`src/rtl/ahbl_pkg.sv`:
```
// Shared AHB-Lite encodings and helpers for the parametrised splitter
// (ahbl_splitter_n and its default slave).
package ahbl_pkg;

  typedef enum logic [1:0] {
    HTRANS_IDLE   = 2'b00,
    HTRANS_BUSY   = 2'b01,
    HTRANS_NONSEQ = 2'b10,
    HTRANS_SEQ    = 2'b11
  } htrans_e;

  localparam logic HRESP_OKAY  = 1'b0;
  localparam logic HRESP_ERROR = 1'b1;

  // Default-slave state encoding
  typedef logic [1:0] def_state_t;
  localparam def_state_t DEF_IDLE = 2'd0;
  localparam def_state_t DEF_ERR1 = 2'd1;
  localparam def_state_t DEF_ERR2 = 2'd2;

  localparam int unsigned MAX_SLAVES = 16;
  localparam int unsigned IDS_W      = 4 * MAX_SLAVES;

  // Region ID of subordinate idx from a flattened ID vector (zero-extended to 16 slots)
  function automatic logic [3:0] region_id(input logic [IDS_W-1:0] ids,
                                           input int unsigned      idx);
    return ids[idx*4 +: 4];
  endfunction

endpackage

```
`src/rtl/ahbl_default_slave.sv`:
```
// Integrated default slave: two-cycle ERROR response for unmapped transfers.
// Optional wait-state timeout takeover is built when AHBL_SPLITTER_TIMEOUT_EN is defined.
module ahbl_default_slave
  import ahbl_pkg::*;
#(
  parameter int unsigned TIMEOUT_CYCLES = 255
) (
  input  logic i_clk,
  input  logic i_rst_n,
  input  logic i_hready,     // bus HREADY as seen by the manager
  input  logic i_err_req,    // NONSEQ/SEQ to an unmapped region in the address phase
  input  logic i_dp_def,     // current data phase belongs to an unmapped transfer
  input  logic i_dp_stall,   // a selected subordinate is inserting wait states
  output logic o_def_hready,
  output logic o_def_hresp,
  output logic o_decerr,
  output logic o_timeout,
  output logic o_takeover    // splitter seizes the stalled data phase
);

  def_state_t r_state;
  def_state_t w_state_nxt;
  logic       w_takeover;

`ifdef AHBL_SPLITTER_TIMEOUT_EN
  localparam int unsigned CNT_W = $clog2(TIMEOUT_CYCLES + 1);

  logic [CNT_W-1:0] r_cnt;

  // Takeover on the stall cycle that brings the count to TIMEOUT_CYCLES
  assign w_takeover = i_dp_stall && (r_cnt == CNT_W'(TIMEOUT_CYCLES - 1));

  always_ff @(posedge i_clk or negedge i_rst_n) begin
    if (!i_rst_n) begin
      r_cnt <= '0;
    end else if (i_hready) begin
      r_cnt <= '0;
    end else if (i_dp_stall) begin
      r_cnt <= r_cnt + 1'b1;
    end
  end
`else
  logic w_unused;

  assign w_takeover = 1'b0;
  assign w_unused   = i_dp_stall & (TIMEOUT_CYCLES != 0);
`endif

  assign o_takeover = w_takeover;

  // NOTE: sequential state uses non-blocking assignments so every flop samples pre-edge values.
  always_ff @(posedge i_clk or negedge i_rst_n) begin
    if (!i_rst_n) begin
      r_state <= DEF_IDLE;
    end else begin
      r_state <= w_state_nxt;
    end
  end

  // NOTE: each always_comb assigns defaults first so no path can infer a latch.
  always_comb begin
    w_state_nxt = r_state;
    case (r_state)
      DEF_IDLE: begin
        if ((i_hready && i_err_req) || w_takeover) begin
          w_state_nxt = DEF_ERR1;
        end
      end
      DEF_ERR1: w_state_nxt = DEF_ERR2;
      DEF_ERR2: w_state_nxt = (i_hready && i_err_req) ? DEF_ERR1 : DEF_IDLE;
      default:  w_state_nxt = DEF_IDLE;
    endcase
  end

  always_comb begin
    o_def_hready = 1'b1;
    o_def_hresp  = HRESP_OKAY;
    o_decerr     = 1'b0;
    o_timeout    = 1'b0;
    case (r_state)
      DEF_ERR1: begin
        o_def_hready = 1'b0;
        o_def_hresp  = HRESP_ERROR;
      end
      DEF_ERR2: begin
        o_def_hresp = HRESP_ERROR;
        // A timed-out data phase was mapped, so dp_def tells the two causes apart
        o_decerr    = i_dp_def;
`ifdef AHBL_SPLITTER_TIMEOUT_EN
        o_timeout   = ~i_dp_def;
`endif
      end
      default: ;
    endcase
  end

endmodule

```
`src/rtl/ahbl_splitter_n.sv`:
```
// AHB-Lite one-to-NUM_SLAVES address decoder and response mux with integrated
// default slave; optional wait-state timeout via AHBL_SPLITTER_TIMEOUT_EN.
module ahbl_splitter_n
  import ahbl_pkg::*;
#(
  parameter int unsigned                 NUM_SLAVES     = 8,
  parameter logic [4*NUM_SLAVES-1:0]     SLAVE_IDS      = {4'h8, 4'h7, 4'h6, 4'h5,
                                                           4'h4, 4'h3, 4'h2, 4'h0},
  parameter int unsigned                 TIMEOUT_CYCLES = 255
) (
  input  logic                     HCLK,
  input  logic                     HRESETn,
  input  logic [31:0]              HADDR,
  input  logic [1:0]               HTRANS,
  output logic                     HREADY,
  output logic [31:0]              HRDATA,
  output logic                     HRESP,
  output logic [NUM_SLAVES-1:0]    S_HSEL,
  input  logic [32*NUM_SLAVES-1:0] S_HRDATA,
  input  logic [NUM_SLAVES-1:0]    S_HREADYOUT,
  input  logic [NUM_SLAVES-1:0]    S_HRESP,
  output logic                     DECERR,
  output logic                     TIMEOUT
);

  localparam logic [IDS_W-1:0] IDS_EXT = IDS_W'(SLAVE_IDS);

  logic [NUM_SLAVES-1:0] w_match;
  logic [NUM_SLAVES-1:0] w_sel;
  logic [NUM_SLAVES:0]   w_hit_below;
  logic                  w_unmapped;
  logic [31:0]           w_rdata_term [NUM_SLAVES];
  logic [31:0]           w_rdata_or;
  logic                  w_dp_mapped;
  logic                  w_dp_stall;
  logic                  w_def_hready;
  logic                  w_def_hresp;
  logic                  w_takeover;
  logic                  w_unused;

  logic [NUM_SLAVES-1:0] r_dp_sel;
  logic                  r_dp_def;

  // Priority chain: a match is selected only if no lower-index slave matches
  assign w_hit_below[0] = 1'b0;
  for (genvar gi = 0; gi < NUM_SLAVES; gi++) begin : g_decode
    assign w_match[gi]       = (HADDR[31:28] == region_id(IDS_EXT, gi));
    assign w_sel[gi]         = w_match[gi] & ~w_hit_below[gi];
    assign w_hit_below[gi+1] = w_hit_below[gi] | w_match[gi];
  end

  assign w_unmapped = ~w_hit_below[NUM_SLAVES];
  assign S_HSEL     = w_sel;
  assign w_unused   = ^{HADDR[27:0], HTRANS[0]};

  always_ff @(posedge HCLK or negedge HRESETn) begin
    if (!HRESETn) begin
      r_dp_sel <= '0;
      r_dp_def <= 1'b0;
    end else if (HREADY) begin
      r_dp_sel <= w_sel;
      r_dp_def <= HTRANS[1] & w_unmapped;
    end else if (w_takeover) begin
      r_dp_sel <= '0;
    end
  end

  for (genvar gi = 0; gi < NUM_SLAVES; gi++) begin : g_rdata
    assign w_rdata_term[gi] = r_dp_sel[gi] ? S_HRDATA[32*gi +: 32] : 32'h0;
  end

  always_comb begin
    w_rdata_or = '0;
    for (int i = 0; i < NUM_SLAVES; i++) begin
      w_rdata_or = w_rdata_or | w_rdata_term[i];
    end
  end

  assign w_dp_mapped = |r_dp_sel;
  assign HREADY      = w_dp_mapped ? |(r_dp_sel & S_HREADYOUT) : w_def_hready;
  assign HRESP       = w_dp_mapped ? |(r_dp_sel & S_HRESP)     : w_def_hresp;
  assign HRDATA      = w_rdata_or;
  assign w_dp_stall  = w_dp_mapped & ~HREADY;

  ahbl_default_slave #(
    .TIMEOUT_CYCLES (TIMEOUT_CYCLES)
  ) u_default_slave (
    .i_clk        (HCLK),
    .i_rst_n      (HRESETn),
    .i_hready     (HREADY),
    .i_err_req    (HTRANS[1] & w_unmapped),
    .i_dp_def     (r_dp_def),
    .i_dp_stall   (w_dp_stall),
    .o_def_hready (w_def_hready),
    .o_def_hresp  (w_def_hresp),
    .o_decerr     (DECERR),
    .o_timeout    (TIMEOUT),
    .o_takeover   (w_takeover)
  );

  a_hsel_onehot: assert property (@(posedge HCLK) disable iff (!HRESETn) $onehot0(S_HSEL));
  a_dpsel_onehot: assert property (@(posedge HCLK) disable iff (!HRESETn) $onehot0(r_dp_sel));

endmodule

```
`config.mk`:
```
export PLATFORM = sky130hd
export DESIGN_NAME = ahbl_splitter_n
export DESIGN_NICKNAME = d
export VERILOG_FILES = /design/src/rtl/ahbl_pkg.sv /design/src/rtl/ahbl_default_slave.sv /design/src/rtl/ahbl_splitter_n.sv
export SDC_FILE = /design/constraint.sdc
export NUM_CORES = 1
export LEC_CHECK = 0
export CORE_AREA = 5 5 135 137
export DETAILED_ROUTE_END_ITERATION = 7
export DIE_AREA = 0 0 140 142
export PLACE_DENSITY = 0.56
export SYNTH_ARGS = -nofsm -noshare
export SYNTH_HDL_FRONTEND = slang
export SYNTH_SLANG_ARGS = --single-unit
```
`constraint.sdc`:
```
create_clock -name HCLK -period 3.6 [get_ports HCLK]
set_input_delay 0.54 -clock HCLK [delete_from_list [all_inputs] [get_ports HCLK]]
set_output_delay 0.54 -clock HCLK [all_outputs]
set_load 0.005 [all_outputs]
```
* Yosys cells after proc, flatten, opt, wreduce, memory -nomap -nowiden
Index checks and enable logic that the tools add are counted.
** Word-level totals
- Bits in registers :: 11
- Bits in latches :: 0
- Bits in writable memories :: 0
- Memory bits (read-only) :: 0
- Input bits :: 308
- Output and inout bits :: 44
- Logic and storage cells :: 68
- Memories :: 0
** Operators by class
- $add $sub $neg :: 0
- Multiply operators :: 0
- Divide/modulo/power cells :: 0
- Order comparisons :: 0
- Equality and inequality tests :: 10
- Shift operators :: 0
- Mux-type cells :: 16
- Bitwise operators :: 32
- Reduce and logical (&&, ||, !) cells :: 7
** Operators by type and width (number)
- 2-to-1 mux 32 bit :: 8
- OR 32 bit :: 7
- OR reduction 8 bit :: 3
- AND 8 bit :: 2
- equality test 4 x 3 -> 1 bit, second input constant :: 4
- AND 1 bit :: 8
- equality test 4 x 2 -> 1 bit, second input constant :: 2
- NOT 1 bit :: 8
- OR 1 bit :: 7
- 2-to-1 mux 1 bit :: 6
- one-hot mux 2 bit (3 select lines) :: 1
- equality test 4 bit, second input constant :: 1
- zero test 4 bit :: 1
- equality test 2 x 1 -> 1 bit, second input constant :: 1
- equality test 2 bit, second input constant :: 1
- zero test 2 bit :: 1
- 2-to-1 mux 2 bit :: 1
- inequality test 2 x 1 -> 1 bit, second input constant :: 1
- OR reduction 2 bit :: 1
- logical AND 1 bit :: 1

* Logic depth before layout (Yosys ltp)
- Depth in word-level cells :: 13
- Depth in mapped cells :: 7
- Gate-level depth less buffers :: 6

* By module
From an unflattened synthesis, not the netlist that was laid out.
** Second synthesis, totals
- Cell total of the unflattened synthesis :: 282
- Area, all modules :: 2185.8 µm²
** By module, submodules not included
- ahbl_splitter_n :: times used 1, cells an instance 261, area each 1975.6 µm², sequential area each 225.2 µm²
- ahbl_default_slave :: times used 1, cells an instance 21, area each 210.2 µm², sequential area each 50.0 µm²

* Worst setup path after synthesis
Ideal clock, no wire load.
- Path type :: input to output
- From :: input S_HREADYOUT[3]
- To :: output HREADY
- Arrival :: 1.315 ns
- Data required time :: 3.060 ns
- Path slack :: 1.745 ns
- Cell stages on the path :: 5
- Buffers on the path :: 1
- Path through :: a22oi_1 nand2_1 o31ai_2 buf_6 inv_1
** On the way
- Longest elaborated chain between the ends :: 3
** RTL lines
- from (decl) :: RTL line ahbl_splitter_n.sv:20 : input logic [NUM_SLAVES-1:0] S_HREADYOUT,
- AND 8 bit :: RTL line ahbl_splitter_n.sv:80 : assign HREADY = w_dp_mapped ? |(r_dp_sel & S_HREADYOUT) : w_def_hready;
- OR reduction 8 bit :: RTL line ahbl_splitter_n.sv:80
- 2-to-1 mux 1 bit :: RTL line ahbl_splitter_n.sv:80
- to (decl) :: RTL line ahbl_splitter_n.sv:15 : output logic HREADY,
Every way passes these cells.

* Worst setup path after layout
- From :: register r_dp_sel[2]
- To :: output HRDATA[23]
** On the way
- Longest elaborated chain between the ends :: 7
** RTL lines
- from (decl) :: RTL line ahbl_splitter_n.sv:41 : logic [NUM_SLAVES-1:0] r_dp_sel;
- from (signal assigned) :: RTL line ahbl_splitter_n.sv:61 : r_dp_sel <= w_sel;
- 2-to-1 mux 32 bit :: RTL line ahbl_splitter_n.sv:69 : assign w_rdata_term[gi] = r_dp_sel[gi] ? S_HRDATA[32*gi +: 32] : 32'h0;
- OR 32 bit (6 in a row) :: RTL line ahbl_splitter_n.sv:75 : w_rdata_or = w_rdata_or | w_rdata_term[i];
- to (decl) :: RTL line ahbl_splitter_n.sv:16 : output logic [31:0] HRDATA,
Every way passes these cells.

==> reports/qor.csv <==
metric;value;unit
total negative slack;0;ns
effective utilization at floorplan;12.3;%
Net Count, Synth;576;
Multi-input gate area;0.00162;sq mm
IO Port Bufs;321;
max-capacitance violation count;0;
number of stages on the worst hold path;2;
final setup violation count;0;
setup clock skew after layout;0.00288;ns
Top Family by Delay on Critical Path;buffers and inverters;
final instance area;0.00558;sq mm
Yosys reg bits;11;
post-synth design cell area;0.00208;sq mm
Max transition margin;40.5;%
fin util;32.9;%
pin count of the biggest net entering global routing;37;
commonest non-fill, non-tap cells in the layout;321 x sky130_fd_sc_hd__clkdlybuf4s50_1, 136 x sky130_fd_sc_hd__a22oi_1, 33 x sky130_fd_sc_hd__nand4_1;
# diodes;0;
Register-to-Register Path Depth;6;
cell with the largest stage delay on the worst path;sky130_fd_sc_hd__dfrtp_1;
final instance count without filler cells;790;
final estimated routing congestion in global placement;0.920;
Critical Path Start Type;register;
Power, Total;4.09;mW
post-placement cell count;786;
Final Max Tran Viols;0;
Max Buffers Root-to-Sink;2;
hold_sp;r_dp_def;
outcome;finished, final reports clean;
period utilization;82.7;%
final critical-path required period;2.98;ns
overall overflow remaining after global route;0;
placed wire-length estimate after detailed placement;13200;um
clock sink count;11;
global-route total usage across every layer;15.4;%
later-pin clock latency in the skew report;0.24;ns
area of the core;0.0169;sq mm
final-stage net count;879;
area occupied by registers;279;sq um
synthesis-to-layout area growth;168;%
Chip Width;140;um
total power density per cell area;734;mW/mm^2
pre-CTS setup slack;0.805;ns
total clock buffers created by CTS;3;
clock tree root buffer cell;sky130_fd_sc_hd__clkbuf_16;
RSZ-0062 raised after global routing;false;
gate count after technology mapping;263;
clock slew at reported path FFs;0.04;ns
Max VDD drop;399;uV
Worst Setup Slack, final;0.624;ns
drt drc;0;
end point of the worst hold path;r_dp_def;
floorplan die height;142;um
Max H-tree Level;1;
biggest cell delay along the critical path;0.83;ns
Max Clock Freq;336;MHz
chain of cells forming the critical path;buf_4 -> a22oi_1 -> nand4_1 -> clkdlybuf4s50_1;
DRT iter0 DRCs;177;
area of the die;0.0199;sq mm
global-route wire length before repair;24100;um
FF-to-FF End;u_default_slave.r_state[1];
CTS tree;built;
worst slack on hold paths;0.554;ns
data arrival time of the critical path;2.44;ns
yosys warns;0;
antenna violations before repair;0;
post-placement cell area;0.00550;sq mm
unique cell type count in the Yosys netlist;27;
cts repair resizes;0;
standard-cell row count;48;
Critical Path RT;3.06;ns
share of synthesized area occupied by flip-flops and latches;13.2;%
crit path buf inv count;2;
boundary pin count;352;
number of vias after detailed routing;3785;
number of hold violations in the final report;0;
launching point of the worst reg2reg path;r_dp_sel[0];
Leak;1.93;nW
CP max FO;21;
count of nets left with antenna violations after detail routing;0;
share of post-route cells with drive strength above 1;5.84;%
vias in the first global route;4173;
worst hold path type;register to register;
# Post-CTS Setup Buffers;0;
Register-to-Register Setup Slack;1.41;ns
Fill cells;1772;
transition time of the tightest slew-check pin;0.892;ns
category of the critical setup timing path;register to output pin;
cts hold-fix bufs;0;
average wire per cell in the routed design;21.5;um
most common cell after layout, fill and taps aside;sky130_fd_sc_hd__clkdlybuf4s50_1;
post-detailed-routing wire length;17000;um
number of detailed-routing iterations run before antenna repair;4;
Vias per Instance;4.79;
crit end category;output pin;
mean area per synthesized cell;7.92;sq um
[worst min-delay path, stage by stage, from the launching register on]
cell	delay [ns]
sky130_fd_sc_hd__dfrtp_1	0.35
sky130_fd_sc_hd__inv_1	0.06
sky130_fd_sc_hd__o21ai_0	0.09
[cells by family after synthesis]
kind of cell	synth area share (%)
AO/OA/AOI/OAI	51.8
AND/OR/NAND/NOR	16.8
buffers and inverters	9.07
multiplexers	5.95
flip-flops	13.2
adder cells (fa/ha/maj)	3.00
other	0.180
[synth_stat cells (all sizes together)]
cell type    n  area share (%)
a22oi      136              49
nand4       33             9.9
clkbuf      19             3.4
buf         15             4.6
dfrtp       11              13
mux2        11             5.9
inv          6             1.1
ha           5             3.0
nand2        4            0.72
nor2         4            0.72
nor3         3            0.72
nor4         3             2.3
nand2b       2            0.60
o21ai        2            0.48
a2111oi      1             1.3
a31o         1            0.42
and2         1            0.42
conb         1            0.18
nand3        1            0.24
nor3b        1            0.36
nor4b        1            0.42
o31ai        1            0.60
or2          1            0.30
[flip-flops by register name, summed over array words and instances (netlist names)]
signal	cells
u_default_slave.r_state	2
r_dp_sel	8
r_dp_def	1
[power breakdown]
group | switching (mW) | internal, mW | total, mW
Combinational | 1.47 | 2.02 | 3.49
Clock | 0.0560 | 0.149 | 0.205
Sequential | 0.228 | 0.176 | 0.404
Total | 1.75 | 2.34 | 4.09
[layout make-up]
type | instances | share of cell area (%)
Timing Repair Buffer | 332 | 59.1
Clock buffer | 4 | 1.41
Inverter | 6 | 0.404
Sequential cell | 11 | 5.00
Multi-Input combinational cell | 212 | 29.0
Tap cell | 225 | 5.05
[how the worst max path moves through the flow]
stage	start	endpoint	slack, ns	cells past startpoint
floorplan	S_HREADYOUT[3]	HREADY	1.74	5
global placement	S_HREADYOUT[1]	HREADY	0.81	7
detailed placement	S_HREADYOUT[1]	HREADY	0.80	7
CTS	r_dp_sel[2]	HRDATA[23]	0.58	4
global route	r_dp_sel[0]	HREADY	0.54	6
finish	r_dp_sel[2]	HRDATA[23]	0.62	4
[metal layers]
metal	wire, um	vias to the layer above	part of all wire, %	GRT usage, %
met5	0	-	0	0
met4	445	0	2.6	4.33
met3	1380	26	8.1	3.33
met2	8670	236	51	29.0
met1	6460	1796	38	17.4
li1	-	1727	-	-
Power figures use the tool's default switching activity.
